[config.mk]
export PLATFORM = sky130hd
export DESIGN_NAME = nr_recip_iter
export DESIGN_NICKNAME = d
export VERILOG_FILES = /design/src/rtl/nr_pkg.sv /design/src/rtl/nr_norm.sv /design/src/rtl/nr_recip_iter.sv
export SDC_FILE = /design/constraint.sdc
export NUM_CORES = 1
export LEC_CHECK = 0
export ABC_AREA = 0
export CORE_ASPECT_RATIO = 1.4
export CORE_UTILIZATION = 35
export DETAILED_ROUTE_END_ITERATION = 6
export PLACE_DENSITY = 0.61
export SETUP_SLACK_MARGIN = 0.3
export SYNTH_ARGS = -nofsm -noshare
export SYNTH_HDL_FRONTEND = slang
export SYNTH_HIERARCHICAL = 1
export SYNTH_SLANG_ARGS = --single-unit
[constraint.sdc]
create_clock -name clk -period 9.79 [get_ports clk]
set_input_delay 0.979 -clock clk [delete_from_list [all_inputs] [get_ports clk]]
set_output_delay 0.979 -clock clk [all_outputs]
set_load 0.01 [all_outputs]
[src/rtl/nr_pkg.sv]
// Shared types and helpers for the Newton-Raphson reciprocal unit.
package nr_pkg;

    localparam int unsigned NR_WIDTH = 16;
    localparam int unsigned NR_LZC_W = $clog2(NR_WIDTH);

    typedef enum logic [2:0] {
        ST_IDLE = 3'd0,
        ST_NORM = 3'd1,
        ST_MUL1 = 3'd2,
        ST_MUL2 = 3'd3,
        ST_DONE = 3'd4
    } nr_state_e;

    // floor(2^(S+L) / (2^L + i + 0.5)), scaled by 2 to stay in integers
    function automatic int unsigned seed_f(input int unsigned i,
                                           input int unsigned lut_bits,
                                           input int unsigned seed_bits);
        return (32'd1 << (seed_bits + lut_bits + 1)) /
               ((32'd1 << (lut_bits + 1)) + (i << 1) + 32'd1);
    endfunction

endpackage

[src/rtl/nr_norm.sv]
// Combinational normaliser: leading-zero count and left shift so the MSB is set.
module nr_norm
    import nr_pkg::*;
#(
    parameter  int unsigned WIDTH = NR_WIDTH,
    localparam int unsigned SW    = $clog2(WIDTH)
) (
    input  logic [WIDTH-1:0] d_i,
    output logic [WIDTH-1:0] a_c,
    output logic [SW-1:0]    s_c,
    output logic             zero_c
);

    logic found;

    always_comb begin
        s_c   = '0;
        found = 1'b0;
        for (int i = WIDTH - 1; i >= 0; i--) begin
            if (!found && d_i[i]) begin
                s_c   = SW'(WIDTH - 1 - i);
                found = 1'b1;
            end
        end
        zero_c = ~|d_i;
        a_c    = d_i << s_c;
    end

endmodule

[src/rtl/nr_recip_iter.sv]
// Newton-Raphson reciprocal: normalise, LUT seed, ITERS refinements on one shared multiplier.
module nr_recip_iter
    import nr_pkg::*;
#(
    parameter  int unsigned WIDTH     = NR_WIDTH,
    parameter  int unsigned LUT_BITS  = 5,
    parameter  int unsigned SEED_BITS = 6,
    parameter  int unsigned ITERS     = 2,
    localparam int unsigned SW        = $clog2(WIDTH)
) (
    input  logic             clk,
    input  logic             rst,
    input  logic             in_valid,
    output logic             in_ready,
    input  logic [WIDTH-1:0] d_in,
    output logic             out_valid,
    input  logic             out_ready,
    output logic [WIDTH-1:0] x_out,
    output logic [SW-1:0]    s_out,
    output logic             dz_out
);

    localparam int unsigned PW    = 2 * WIDTH;
    localparam int unsigned IW    = 3;
    localparam int unsigned LUT_N = 1 << LUT_BITS;

    nr_state_e         state_q, state_d;
    logic [IW-1:0]     it_q, it_d;
    logic [WIDTH-1:0]  d_q, d_d, a_q, a_d, x_q, x_d, t_q, t_d;
    logic [SW-1:0]     s_q, s_d;
    logic              dz_q, dz_d;
    logic              out_valid_q, out_valid_d, in_ready_q, in_ready_d, dz_out_q, dz_out_d;
    logic [WIDTH-1:0]  x_out_q, x_out_d;
    logic [SW-1:0]     s_out_q, s_out_d;

    logic [WIDTH-1:0]  norm_a;
    logic [SW-1:0]     norm_s;
    logic              norm_zero;
    logic [WIDTH-1:0]  seed_x;
    logic [SEED_BITS-1:0] seed_rom [LUT_N];
    logic [WIDTH-1:0]  mul_a, mul_b;
    logic [PW-1:0]     prod;
    logic [WIDTH:0]    e_full;
    logic [WIDTH-1:0]  e_sat;
    logic              prod_lo_unused;

    nr_norm #(.WIDTH(WIDTH)) u_norm (
        .d_i    (d_q),
        .a_c    (norm_a),
        .s_c    (norm_s),
        .zero_c (norm_zero)
    );

    for (genvar g = 0; g < LUT_N; g++) begin : g_seed
        assign seed_rom[g] = SEED_BITS'(seed_f(g, LUT_BITS, SEED_BITS));
    end

    assign seed_x = {seed_rom[norm_a[WIDTH-2 -: LUT_BITS]], {(WIDTH - SEED_BITS){1'b0}}};

    // Single multiplier shared by both NR half-steps
    assign prod           = PW'(mul_a) * PW'(mul_b);
    assign prod_lo_unused = ^prod[WIDTH-2:0];

    // Error term 2 - a*x, clamped so t==0 cannot wrap
    assign e_full = {1'b1, {WIDTH{1'b0}}} - {1'b0, t_q};
    assign e_sat  = e_full[WIDTH] ? '1 : e_full[WIDTH-1:0];

    always_comb begin
        state_d     = state_q;
        it_d        = it_q;
        d_d         = d_q;
        a_d         = a_q;
        x_d         = x_q;
        t_d         = t_q;
        s_d         = s_q;
        dz_d        = dz_q;
        mul_a       = a_q;
        mul_b       = x_q;
        out_valid_d = out_valid_q;
        x_out_d     = x_out_q;
        s_out_d     = s_out_q;
        dz_out_d    = dz_out_q;

        case (state_q)
            ST_IDLE: begin
                if (in_valid && in_ready_q) begin
                    d_d     = d_in;
                    state_d = ST_NORM;
                end
            end
            ST_NORM: begin
                a_d     = norm_a;
                s_d     = norm_s;
                dz_d    = norm_zero;
                x_d     = seed_x;
                it_d    = '0;
                state_d = (ITERS == 0) ? ST_DONE : ST_MUL1;
            end
            ST_MUL1: begin
                t_d     = prod[PW-1 -: WIDTH];
                state_d = ST_MUL2;
            end
            ST_MUL2: begin
                mul_a   = x_q;
                mul_b   = e_sat;
                x_d     = prod[PW-1] ? '1 : prod[PW-2 -: WIDTH];
                it_d    = it_q + IW'(1);
                state_d = (it_q + IW'(1) == IW'(ITERS)) ? ST_DONE : ST_MUL1;
            end
            ST_DONE: begin
                if (out_valid_q && out_ready) begin
                    state_d = ST_IDLE;
                end
            end
            default: state_d = ST_IDLE;
        endcase

        // Result registers load once on the first DONE cycle and hold until taken
        if (state_q == ST_DONE) begin
            if (!out_valid_q) begin
                out_valid_d = 1'b1;
                x_out_d     = dz_q ? '1 : x_q;
                s_out_d     = dz_q ? '0 : s_q;
                dz_out_d    = dz_q;
            end else if (out_ready) begin
                out_valid_d = 1'b0;
            end
        end
        in_ready_d = (state_d == ST_IDLE);
    end

    always_ff @(posedge clk) begin
        if (rst) begin
            state_q     <= ST_IDLE;
            it_q        <= '0;
            d_q         <= '0;
            a_q         <= '0;
            x_q         <= '0;
            t_q         <= '0;
            s_q         <= '0;
            dz_q        <= 1'b0;
            out_valid_q <= 1'b0;
            in_ready_q  <= 1'b0;
            x_out_q     <= '0;
            s_out_q     <= '0;
            dz_out_q    <= 1'b0;
        end else begin
            state_q     <= state_d;
            it_q        <= it_d;
            d_q         <= d_d;
            a_q         <= a_d;
            x_q         <= x_d;
            t_q         <= t_d;
            s_q         <= s_d;
            dz_q        <= dz_d;
            out_valid_q <= out_valid_d;
            in_ready_q  <= in_ready_d;
            x_out_q     <= x_out_d;
            s_out_q     <= s_out_d;
            dz_out_q    <= dz_out_d;
        end
    end

    assign in_ready  = in_ready_q;
    assign out_valid = out_valid_q;
    assign x_out     = x_out_q;
    assign s_out     = s_out_q;
    assign dz_out    = dz_out_q;

endmodule
# == After elaboration in Yosys (flattened, before gate mapping) ==
# Memory sizes are Yosys's and may differ from the RTL's.
# Index checks and enable logic that the tools add are counted.
# totals
register_bits,98
romBits,192
inputBits,20
output_inout_bits,23
elab_cells,111
n_memories,1
# memory_table
name,words,word_bits,read_ports,rd_clocked_by_memory_dff,write_ports,line_no,rtl
(no name shown),32,6,1,0,0,nr_recip_iter.sv:58,"assign seed_x = {seed_rom[norm_a[WIDTH-2 -: LUT_BITS]], {(WIDTH - SEED_BITS){1'b0}}};"
# op_classes
add_sub_neg,2
multipliers,1
n_lt_le_gt_ge,1
n_eq_ne,5
n_shift,1
mux,46
bitwise_logic,2
reduce_logical,39
# op_table
cell,count
$mux W16,5
$mux W4,9
$mul A16 B16 Y32,1
$pmux W16 S2,1
$mux W3,7
$mux W1,18
$logic_and A1 B1 Y1,17
$sub A17 B16 Y17 const A,1
$logic_not A1 Y1,16
$reduce_or A16 Y1,1
$shl A16 B4 Y16,1
$pmux W3 S5,1
$mux W6,2
$eq A3 B2 Y1 const B,3
$ge A6 B6 Y1 const B,1
$logic_not A3 Y1,2
$not A5 Y6,1
$pmux W3 S2,1
$mux W2,2
$reduce_and A2 Y1,2
$add A3 B1 Y3 const B,1
$eq A3 B1 Y1 const B,1
$eq A3 B3 Y1 const B,1
$reduce_bool A2 Y1,1
$not A1 Y1,1

# == Longest topological paths before layout ==
# logic_depth
ltp_word,52
ltp_mapped,32
ltp_nobuf,29

# == Cells and area by module ==
# The synthesis kept the hierarchy.
# by_module_without_submodules
module,n_inst,cells_per_inst,area_per_inst_um2
nr_recip_iter,1,1597,12964.9
nr_norm,1,120,795.8

# == Least setup slack after synthesis ==
# No wires, ideal clock.
# synth_timing
path_kind,register -> register
from,reg t_q[0]
to,reg x_q[11]
setup_ns,0.134
arrival_ns,7.382
t_required_ns,9.656
path_slack_ns,2.275
path_stages_with_launch,29
path_buffers,2
cell_sequence,dfxtp_1 -> inv_1 -> ha_1 -> nor3b_2 -> nand4_1 -> nand2_1 -> clkbuf_1 -> o22a_1 -> clkbuf_1 -> nand2_1 -> fa_1 -> fa_1 -> fa_1 -> inv_1 -> fa_1 -> fa_1 -> inv_1 -> fa_1 -> inv_1 -> ha_1 -> a21oi_1 -> nand2_1 -> o21a_1 -> o31ai_1 -> nor4b_4 -> or3_1 -> nand3_2 -> nor3b_1 -> o41ai_2
# synth_between
elab_chain_cells,6
# synth_lines
item,line_no,rtl
from (decl),nr_recip_iter.sv:29,"logic [WIDTH-1:0] d_q, d_d, a_q, a_d, x_q, x_d, t_q, t_d;"
from (signal assigned),nr_recip_iter.sv:153,t_q <= t_d;
$sub A17 B16 Y17,nr_recip_iter.sv:65,"assign e_full = {1'b1, {WIDTH{1'b0}}} - {1'b0, t_q};"
$mux W16,nr_recip_iter.sv:66,assign e_sat = e_full[WIDTH] ? '1 : e_full[WIDTH-1:0];
$mux W16,nr_recip_iter.sv:84,case (state_q)
$mul A16 B16 Y32,nr_recip_iter.sv:61,assign prod = PW'(mul_a) * PW'(mul_b);
$mux W16,nr_recip_iter.sv:106,x_d = prod[PW-1] ? '1 : prod[PW-2 -: WIDTH];
$pmux W16 S2,nr_recip_iter.sv:84,
to (signal assigned),nr_recip_iter.sv:138,x_q <= '0;
to (signal assigned),nr_recip_iter.sv:152,x_q <= x_d;
to (decl),nr_recip_iter.sv:29,
# Every way passes these cells.
# A chain may end at the register's enable or synchronous reset.

# == Final worst setup path ==
# layout_timing
from,reg t_q[0]
to,reg x_q[12]
# Same word-level chain as after synthesis.

==> summary.md <==
| Metric | Value |
|---|---|
| RR Startpoint | `t_q[0]$_SDFFE_PP0N_` |
| Max-Cap Viols | `0` |
| Mux cell area share after synthesis | `3.137%` |
| Fin crit share | `89.61%` |
| Resized cells post-CTS | `0` |
| Worst path required time | `10.05 ns` |
| Largest family of logic cells by synthesized area | `adder cells` |
| Nets | `2042` |
| Flop pwr share | `36.2%` |
| Final worst path period need | `8.773 ns` |
| Routed wl met2 | `21930 µm` |
| Worst-path maximum fanout | `24` |
| Sequential area share after synthesis | `14.26%` |
| Postcts setup bufs | `0` |
| Via density | `5.210` |
| Ys Warns | `6` |
| Number of flops mapped to enable cells by yosys | `0` |
| Post-synth ARST share | `0%` |
| CTS tree | `built` |
| Synth Area in Compound Gates | `12.07%` |
| Crit. Startpoint | `t_q[0]$_SDFFE_PP0N_` |
| Psw | `0.4818 mW` |
| Comb pwr share | `34.1%` |
| Clk network pwr share | `29.7%` |
| CTS sink count | `98` |
| Clock latency at the later pin of the worst-skew pair | `0.36 ns` |
| Die area | `40120 µm²` |
| Leak Pwr | `6.884 nW` |
| Reg clk slew, reported paths | `0.08 ns` |
| Detailed Route WL | `41680 µm` |
| Number of setup violations in the final report | `0` |
| Initial core utilization | `35.64%` |
| Adder-cell share of the synthesized area | `37.72%` |
| Worst setup SP type | `flip-flop` |
| Clock buffer depth | `2` |
| Synthesized area | `13760 µm²` |
| Boundary pin count | `43` |
| Core area | `38610 µm²` |
| Gpl congestion | `0.9865` |
| Avg Synthesized Cell Area | `8.014 µm²` |
| Peak supply drop | `0.08797 mV` |
| HPWL Detailed | `34450 µm` |
| Simple-gate share of the synthesized area | `21.99%` |
| M1 WL | `15470 µm` |
| Antenna cells | `0` |
| Total grt overflow | `0` |
| Placed cell area | `14750 µm²` |
| Kind of critical path | `reg -> reg` |
| Setup TNS | `0 ns` |
| Die span in x | `169.6 µm` |
| Top Metal Used | `met4` |
| Status | `finished, final reports clean` |
| Slew @ Worst Pin | `1.097 ns` |
| DRC | `0` |
| Routed WL per cell | `18.52 µm` |
| RSZ-0062 raised after global routing | `no` |
| Clock Skews | `0.009593 ns` |
| Core Rows | `85` |
| CP Capture Type | `flip-flop` |
| Met3 WL post-DR | `1531 µm` |
| Final instance area | `15060 µm²` |
| Share of layout cells above drive strength 1 | `5.093%` |
| TritonCTS Buffers | `9` |
| Main synth FF type | `dfxtp_1` |
| Final ANT Viol Nets | `0` |
| Slew margin rel. | `24.75%` |
| Max-slew violation count | `0` |
| Data arrival, critical path | `9.03 ns` |
| Hold crit path type | `reg -> reg` |
| Final Hold Viols | `0` |
| Worst R2R Path Depth | `26` |
| CTS Root Cell | `clkbuf_16` |
| Synth Area in XOR/XNOR | `1.782%` |
| FF-to-FF setup slack | `1.02 ns` |
| Gr usage total | `21.65%` |
| H-tree depth | `3` |
| Number of global-route vias before repair | `12210` |
| Initial antenna violation count | `0` |
| Pwr dens | `80.90 nW/µm²` |
| Syn_nets | `2036` |
| Syn-to-layout area delta | `9.411%` |
| Worst setup path endpoint | `x_q[12]$_SDFFE_PP0P_` |
| P_int | `0.7362 mW` |
| FF-to-FF End | `x_q[12]$_SDFFE_PP0P_` |
| 1st-iter DRT viols | `769` |
| Die Ht | `236.6 µm` |
| FF+latch count, synth | `98` |
| Sw Share | `39.56%` |
| Cell variety after synth | `81` |
| First-pass GRT wire length | `66740 µm` |
| DRT Pass-1 Iters | `5` |
| Port Buffers | `42` |
| Via count | `11720` |
| Mapped Cells | `1717` |
| Fmax | `0.1140 GHz` |
| Cts hold-fix bufs | `0` |
| Pin count of the biggest net entering global routing | `67` |
==> metal layers <==
metal  track usage (%)  up-vias
met5                 0        -
met4             13.32        0
met3             1.237      115
met2             40.13      351
met1             23.90     5727
li1                  -     5529
==> state kept, by name, indices dropped and copies added (netlist names), 3 cells and up <==
signal	flops
x_out	16
a_q	16
x_q	16
it_q	3
s_q	4
t_q	16
state_q	3
d_q	16
s_out	4
==> power by group through the flow <==
stage	Clock, mW	Sequential (mW)	Combinational [mW]
floorplan	0	0.436	0.294
global placement	0	0.449	0.402
detailed placement	0	0.450	0.407
CTS	0.370	0.441	0.410
global route	0.384	0.443	0.451
finish	0.362	0.441	0.415
==> cells in the mapped netlist, drive strengths merged (15+ instances only) <==
cell / number / share of area, %
a211oi: 17 / 1.0
a21o: 15 / 0.82
a21oi: 102 / 3.8
clkbuf: 65 / 1.8
dfxtp: 98 / 14
fa: 193 / 28
ha: 106 / 9.6
inv: 251 / 6.8
mux2i: 36 / 2.6
nand2: 330 / 9.0
nor2: 188 / 5.1
nor2b: 15 / 0.68
nor3: 50 / 1.9
o21ai: 26 / 0.97
xnor2: 17 / 1.1
==> critical path, stage by stage, from the launching register on <==
cell	delay, ns
dfxtp_1	0.38
inv_1	0.09
ha_1	0.18
nor3b_2	0.34
nand4_1	0.28
nand2_1	0.67
o22a_1	0.49
nand2_1	0.14
fa_1	0.54
fa_1	0.51
fa_1	0.52
inv_1	0.06
fa_1	0.49
fa_1	0.49
inv_1	0.05
fa_1	0.47
inv_1	0.04
ha_1	0.31
a21oi_1	0.39
nand2_1	0.09
o21a_1	0.20
o31ai_1	0.68
nor4b_4	0.09
o211ai_1	0.25
nand3_2	0.36
nor3b_1	0.29
o41ai_2	0.27
==> cells by family (layout without fill, tap and decap cells) <==
| logic type | count (synthesis) | count (layout) |
|---|---|---|
| simple gates | 675 | 675 |
| mux | 42 | 42 |
| fa+ha+maj | 299 | 299 |
| compound gates | 249 | 249 |
| flops | 98 | 98 |
| xor+xnor | 28 | 28 |
| buf+inv | 326 | 337 |
==> metrics by stage <==
step                total power, mW  utilization (%)  worst slack, ns  hold slack [ns]  instances
floorplan                    0.7299                -            2.275           0.4365       1717
detailed placement           0.8573            38.20            1.039           0.4488       2234
global placement             0.8509            38.20            1.382           0.4386       2234
CTS                           1.220            39.00            1.032           0.4588       2250
global route                  1.278            39.00           0.4411           0.4756       2250
finish                        1.218            39.00            1.017           0.4557       2250
==> worst min-delay path by stage <==
stage / from / end / cells after the start
detailed placement: s_out[2]$_SDFFE_PP0P_ / s_out[2]$_SDFFE_PP0P_ / 2
floorplan: s_q[0]$_SDFFE_PP0P_ / s_q[0]$_SDFFE_PP0P_ / 2
CTS: s_out[1]$_SDFFE_PP0P_ / s_out[1]$_SDFFE_PP0P_ / 2
global placement: s_out[2]$_SDFFE_PP0P_ / s_out[2]$_SDFFE_PP0P_ / 2
global route: s_out[2]$_SDFFE_PP0P_ / s_out[2]$_SDFFE_PP0P_ / 2
finish: s_out[1]$_SDFFE_PP0P_ / s_out[1]$_SDFFE_PP0P_ / 2
==> cells in the final DEF (no fill, tap or decap), types with 4 or more instances in the layout <==
cell type	count
nand2_1	329
inv_1	251
fa_1	193
nor2_1	187
ha_1	106
dfxtp_1	98
a21oi_1	97
nor3_1	49
clkdlybuf4s50_1	41
mux2i_1	36
buf_4	28
o21ai_0	23
xnor2_1	17
a211oi_1	16
nor2b_1	15
a21o_1	15
o22ai_1	14
nand3_1	12
o22a_1	11
nand3b_1	11
nand2b_1	11
xor2_1	11
o211ai_1	10
o21a_1	9
clkbuf_16	9
nor4_1	8
o31ai_1	7
nand4_1	6
and3_1	5
a21oi_2	5
mux2_2	5
a211o_1	4
nor3b_1	4
==> area by class of cell <==
type / instances / area (µm²)
clock inverters: 7 / 81.33
repair buffers: 69 / 620.6
inverters: 252 / 945.9
fillers: 3937 / 23550
well taps: 522 / 653.1
flip-flops and latches: 98 / 1962
multi-input cells: 1293 / 10570
clock buffers: 9 / 225.2
Note: power is estimated with default switching activity, not from simulation.
